===== config.mk =====
export PLATFORM = sky130hd
export DESIGN_NAME = jts16_vidout
export DESIGN_NICKNAME = d
export VERILOG_FILES = /design/src/rtl/jts16_vidout_pkg.sv /design/src/rtl/jts16_vidout_dly.sv /design/src/rtl/jts16_vidout.sv
export SDC_FILE = /design/constraint.sdc
export NUM_CORES = 1
export LEC_CHECK = 0
export CAP_MARGIN = 20
export CORE_ASPECT_RATIO = 1.75
export CORE_MARGIN = 4
export CORE_UTILIZATION = 51
export DETAILED_ROUTE_END_ITERATION = 10
export PLACE_DENSITY = 0.66
export SLEW_MARGIN = 0
export SYNTH_ARGS = -nofsm -noshare
export SYNTH_HDL_FRONTEND = slang
export SYNTH_SLANG_ARGS = --single-unit

===== constraint.sdc =====
create_clock -name clk -period 4 [get_ports clk]
set_input_delay 0.4 -clock clk [delete_from_list [all_inputs] [get_ports clk]]
set_output_delay 0.4 -clock clk [all_outputs]
set_load 0.01 [all_outputs]

===== src/rtl/jts16_vidout_pkg.sv =====
// Shared types and colour helpers for the jts16_vidout output stage.
package jts16_vidout_pkg;

   localparam int RING_DEPTH = 16;
   localparam int PXL_W      = 15;

   typedef logic [PXL_W-1:0] pxl15_t;
   typedef logic [3:0]       ring_ptr_t;

   typedef struct packed {
      logic lhbl;
      logic lvbl;
      logic hs;
      logic vs;
   } vtiming_t;

   function automatic logic [7:0] expand5to8(input logic [4:0] c);
      return {c, c[4:2]};
   endfunction

   // Scanline dimming keeps 75 % of the expanded gun
   function automatic logic [7:0] shade(input logic [4:0] c, input logic dim);
      logic [7:0] e;
      e = expand5to8(c);
      return dim ? (e - {2'b00, e[7:2]}) : e;
   endfunction

endpackage


===== src/rtl/jts16_vidout_dly.sv =====
// Generic pixel-enable gated shift register used to align the timing signals.
module jts16_vidout_dly #(
   parameter int W     = 4,
   parameter int DEPTH = 8
) (
   input  logic         clk,
   input  logic         rst_n,
   input  logic         cen,
   input  logic [W-1:0] din,
   output logic [W-1:0] dout
);

   logic [W-1:0] stage [DEPTH];

   always_ff @(posedge clk or negedge rst_n) begin
      if (!rst_n) begin
         for (int i = 0; i < DEPTH; i++) stage[i] <= '0;
      end else if (cen) begin
         stage[0] <= din;
         for (int i = 1; i < DEPTH; i++) stage[i] <= stage[i-1];
      end
   end

   assign dout = stage[DEPTH-1];

endmodule


===== src/rtl/jts16_vidout.sv =====
// Video output stage: per-frame horizontal shift, 5->8 bit expansion, blanking.
// Optional scanline dimming is built when JTS16_VIDOUT_SCANLINE_EN is defined.
module jts16_vidout
   import jts16_vidout_pkg::*;
#(
   parameter int BASE_DLY = 8
) (
   input  logic       clk,
   input  logic       rst_n,
   input  logic       pxl_cen,
   input  logic [4:0] red,
   input  logic [4:0] green,
   input  logic [4:0] blue,
   input  logic       LHBL_dly,
   input  logic       LVBL_dly,
   input  logic       HS,
   input  logic       VS,
   input  logic [3:0] hshift,
   input  logic       sl_en,
   output logic [7:0] r8,
   output logic [7:0] g8,
   output logic [7:0] b8,
   output logic       LHBL_out,
   output logic       LVBL_out,
   output logic       HS_out,
   output logic       VS_out,
   output logic       de
);

   pxl15_t           ring [RING_DEPTH];
   ring_ptr_t        wp;
   ring_ptr_t        rp;
   ring_ptr_t        dly;
   logic [3:0]       hs_lat;
   logic             vs_last;
   logic signed [5:0] dly_sum;
   pxl15_t           pix_in;
   pxl15_t           pix_rd;
   vtiming_t         tin;
   vtiming_t         tdl;
   logic             dim;
   logic             active;

   assign pix_in = {red, green, blue};

   always_ff @(posedge clk or negedge rst_n) begin
      if (!rst_n) begin
         wp <= '0;
         for (int i = 0; i < RING_DEPTH; i++) ring[i] <= '0;
      end else if (pxl_cen) begin
         ring[wp] <= pix_in;
         wp       <= wp + 4'd1;
      end
   end

   // The shift is only sampled at the start of a frame so the picture never tears
   always_ff @(posedge clk or negedge rst_n) begin
      if (!rst_n) begin
         hs_lat  <= '0;
         vs_last <= 1'b0;
      end else if (pxl_cen) begin
         vs_last <= VS;
         if (VS && !vs_last) hs_lat <= hshift;
      end
   end

   assign dly_sum = 6'(BASE_DLY) + {{2{hs_lat[3]}}, hs_lat};

   always_comb begin
      dly = 4'd0;
      if (dly_sum > 6'sd15) dly = 4'd15;
      else if (dly_sum >= 6'sd0) dly = dly_sum[3:0];
   end

   // A zero delay would read the slot being written this edge, so bypass it
   assign rp     = wp - dly;
   assign pix_rd = (dly == 4'd0) ? pix_in : ring[rp];

   assign tin.lhbl = LHBL_dly;
   assign tin.lvbl = LVBL_dly;
   assign tin.hs   = HS;
   assign tin.vs   = VS;

   jts16_vidout_dly #(
      .W     ($bits(vtiming_t)),
      .DEPTH (BASE_DLY)
   ) u_tdly (
      .clk   (clk),
      .rst_n (rst_n),
      .cen   (pxl_cen),
      .din   (tin),
      .dout  (tdl)
   );

   assign active = tdl.lhbl & tdl.lvbl;

`ifdef JTS16_VIDOUT_SCANLINE_EN
   logic parity;

   always_ff @(posedge clk or negedge rst_n) begin
      if (!rst_n) begin
         parity <= 1'b0;
      end else if (pxl_cen) begin
         if (tdl.vs && !VS_out) parity <= 1'b0;
         else if (!tdl.lhbl && LHBL_out) parity <= ~parity;
      end
   end

   assign dim = sl_en & parity;
`else
   logic unused_sl;
   assign unused_sl = sl_en;
   assign dim       = 1'b0;
`endif

   always_ff @(posedge clk or negedge rst_n) begin
      if (!rst_n) begin
         r8       <= '0;
         g8       <= '0;
         b8       <= '0;
         LHBL_out <= 1'b0;
         LVBL_out <= 1'b0;
         HS_out   <= 1'b0;
         VS_out   <= 1'b0;
         de       <= 1'b0;
      end else if (pxl_cen) begin
         r8       <= active ? shade(pix_rd[14:10], dim) : 8'd0;
         g8       <= active ? shade(pix_rd[9:5], dim)   : 8'd0;
         b8       <= active ? shade(pix_rd[4:0], dim)   : 8'd0;
         LHBL_out <= tdl.lhbl;
         LVBL_out <= tdl.lvbl;
         HS_out   <= tdl.hs;
         VS_out   <= tdl.vs;
         de       <= active;
      end
   end

endmodule


==> metrics.csv <==
stage;metric;value;unit
setup_path;end_kind;flop;
cts;cts.sinks;300;
drt;via_per_inst;6.29;
power_and_ir_drop;max-vdd-ir-drop;0.531;mV
power_and_ir_drop;power.share.clock;21.8;%
cts;cts-root-buf;clkbuf_16;
floorplan;fp.dieW;131;um
setup_path;path_class;flop to flop;
yosys;synth.largest_area_cell;dfrtp_1;
drt;first_iter_violations;597;
yosys;synthCells;869;
cts;clk_pin_slew_worst_paths;0.07;ns
yosys;ys_ff_latch;300;
yosys;synth_edf_count;0;
yosys;synthesis.area;13600;um^2
timing;period_share;76.3;%
cells_and_area;area_delta_synth_final;13.6;%
timing;hold_viol_final;0;
cts;clockBufferDepth;3;
cts;cts_buffers;28;
floorplan;rows;78;
drt;ant_nets;0;
place;hpwlAfterDp;19700;um
power_and_ir_drop;p_sw;4.57;mW
yosys;synth_top_flop_cell;dfrtp_1;
cells_and_area;fin_nets;931;
drt;routed_wl;31900;um
timing;period_minus_slack;3.05;ns
cts;clk_latency;0.55;ns
yosys;async_reset_ff_share;100;%
global_routing;grt_pass1_vias;8559;
power_and_ir_drop;p_per_area;909;nW/um^2
setup_path;rr_startpoint;wp[0]$_DFFE_PN0P_;
global_routing;grt_use_total;22.1;%
drt;vias;7771;
setup_path;crit_path_max_fanout;14;
yosys;syn_nets;904;
setup_path;cpMostUsedCell;inv_1;
floorplan;die_area;29400;um^2
flow_run;maxCapViolations;0;
drt;avgRoutedWirePerCell;25.8;um
timing;finClkSkew;0.0198;ns
timing;rsz0062_at_grt;false;
timing;fmax;0.328;GHz
yosys;synth_common_cells;dfrtp_1 (300), mux2_1 (140), mux2_2 (140), mux4_2 (60), mux2i_1 (30);
cts;cts.htree.levels;1;
cells_and_area;drive_gt1_share;30.1;%
yosys;yosysSeqAreaShare;55.3;%
power_and_ir_drop;power_frac_seq;37.0;%
yosys;ys_warn_count;0;
cells_and_area;antennaDiodeCount;0;
floorplan;start_util;52.1;%
power_and_ir_drop;swShare;32.6;%
drt;drcViolationCount;0;
setup_path;slowest_delay;0.78;ns
cells_and_area;fill_cells;1978;
setup_path;crit_required;4.44;ns
power_and_ir_drop;pwr-share-comb;41.2;%
timing;finalSetupViolations;0;
status;status;completed;
setup_path;cp_top_family;adder cells;
global_routing;grt_overflow_total;0;
power_and_ir_drop;internal_power;9.45;mW
setup_path;path_buf_inv;3;
setup_path;crit_start;wp[0]$_DFFE_PN0P_;
cts;cts_tree;yes;
hold_path;hp-start;pxl_cen;
power_and_ir_drop;leakagePower;6.76;nW
setup_path;start_kind;flop;
setup_path;cp.arrival;3.49;ns
timing;timing.final.max_slew_violations;0;
yosys;synth.distinct_cells;32;
yosys;synthTopCellsByArea;dfrtp_1 (55%), mux2_1 (12%), mux2_2 (12%);
yosys;yosysMostFrequentCell;dfrtp_1;
timing;tightest_slew;1.12;ns
yosys;synth.avg_cell_area;15.6;um^2
floorplan;io_pins;56;
global_routing;grt_max_degree;126;
yosys;yosys.area.top_type_share;55.3;%
global_routing;antenna_found_initial;0;
setup_path;cp_slowest_cell;fa_2;
setup_path;cp_cell_sequence;inv_1 > ha_4 > inv_1 > fa_2 > buf_4 > mux4_2 > mux2i_1 > nand4_1 > a22o_1;
floorplan;chipHeight;224;um
hold_path;hp-class;input port to flop;
place;gp_congestion;0.770;
place;io_buffer_count;54;
timing;max_slew_margin;24.9;%
floorplan;core;26100;um^2
global_routing;grt_pass1_wl;50000;um
place;pre_cts_ws;0.983;ns
timing;setup_slack;0.949;ns
timing;setup_tns;0;ns
drt;dr.pass1.iters;5;
## logic make-up after synthesis
family | after synthesis | synth area share [%]
buffers and inverters | 85 | 3.37
adder cells (fa/ha/maj) | 8 | 0.793
multiplexers | 370 | 35.4
AO/OA/AOI/OAI | 51 | 2.75
AND/OR/NAND/NOR | 49 | 2.01
XOR/XNOR | 6 | 0.387
flip-flops | 300 | 55.3
## metrics by stage
step                cell area, um^2  hold WS, ns  utilization, %  std cells  power [mW]
floorplan                     13600        0.104               -        869        9.23
global placement              14300        0.462            54.9       1183        10.7
detailed placement            14300        0.474            54.9       1183        11.0
CTS                           15400        0.334            59.0       1234        14.1
global route                  15400        0.362            59.2       1236        14.8
finish                        15400        0.356            59.2       1236        14.0
## worst paths after layout
path,to,slack [ns],cells past startpoint
min in group asynchronous,ring[38]$_DFFE_PN0P_,0.51,2
max,b8[5]$_DFFE_PN0P_,0.95,9
min,wp[1]$_DFFE_PN0P_,0.36,3
min reg2reg,ring[237]$_DFFE_PN0P_,0.48,1
max reg2reg,b8[5]$_DFFE_PN0P_,0.95,9
max in group asynchronous,ring[201]$_DFFE_PN0P_,2.34,3
## registers in the layout, indices dropped and copies added (netlist names), 4 cells and up
signal / flops
hs_lat: 4
ring: 240
wp: 4
u_tdly.dout: 4
g8: 5
b8: 5
u_tdly.stage: 28
r8: 5
## layout by cell type, fill, tap and decap left out, types with 2 or more instances in the layout
cell type,instances
dfrtp_1,300
mux2_1,140
mux2_2,140
mux4_2,60
clkdlybuf4s50_1,52
mux2i_1,30
clkbuf_16,29
nand4_1,17
buf_4,16
nand2_1,15
a41oi_1,15
a22o_1,15
o21ai_1,12
bufinv_16,8
o21ai_0,6
ha_1,6
inv_1,5
clkbuf_8,5
nor2_1,4
clkinv_2,4
xnor2_1,3
and2_1,3
clkbuf_1,3
buf_12,3
and3_1,2
xor2_1,2
nand3b_1,2
a21o_1,2
nand3_1,2
nor3_2,2
buf_8,2
## cell type report
type	instances	area, um^2	area share, %
clock buffers	37	806	5.22
clock inverters	13	269	1.74
inverters	6	22.5	0.146
multi-input cells	484	5640	36.6
flip-flops and latches	300	7510	48.7
well taps	320	400	2.60
repair buffers	76	773	5.01
## power by group through the flow
stage | combinational (mW) | sequential (mW) | clock [mW]
after global routing | 6.20 | 5.31 | 3.25
after detailed placement | 5.81 | 5.23 | 0
final | 5.77 | 5.18 | 3.06
after global placement | 5.62 | 5.06 | 0
after CTS | 5.84 | 5.17 | 3.13
after floorplan | 4.30 | 4.93 | 0
## repair_timing
item                       4_1_cts  5_1_grt
setup buffers                    0        0
hold buffers                     1        0
setup endpoints to repair        0        0
hold endpoints to repair         4        0
gates resized for setup          0        0
## tightest hold or removal path: cells and delay by family
family / cells / cell delay (ns)
AO/OA/AOI/OAI: 1 / 0.06
buffers and inverters: 1 / 0.27
AND/OR/NAND/NOR: 1 / 0.11
## layer usage
metal | global-route usage (%) | up-vias | part of all wire, %
li1 | - | 3286 | -
met1 | 29.2 | 4186 | 41
met2 | 37.3 | 240 | 51
met3 | 3.21 | 59 | 4.8
met4 | 8.34 | 0 | 3.2
met5 | 0 | - | 0
Note: power is estimated with default switching activity, not from simulation.
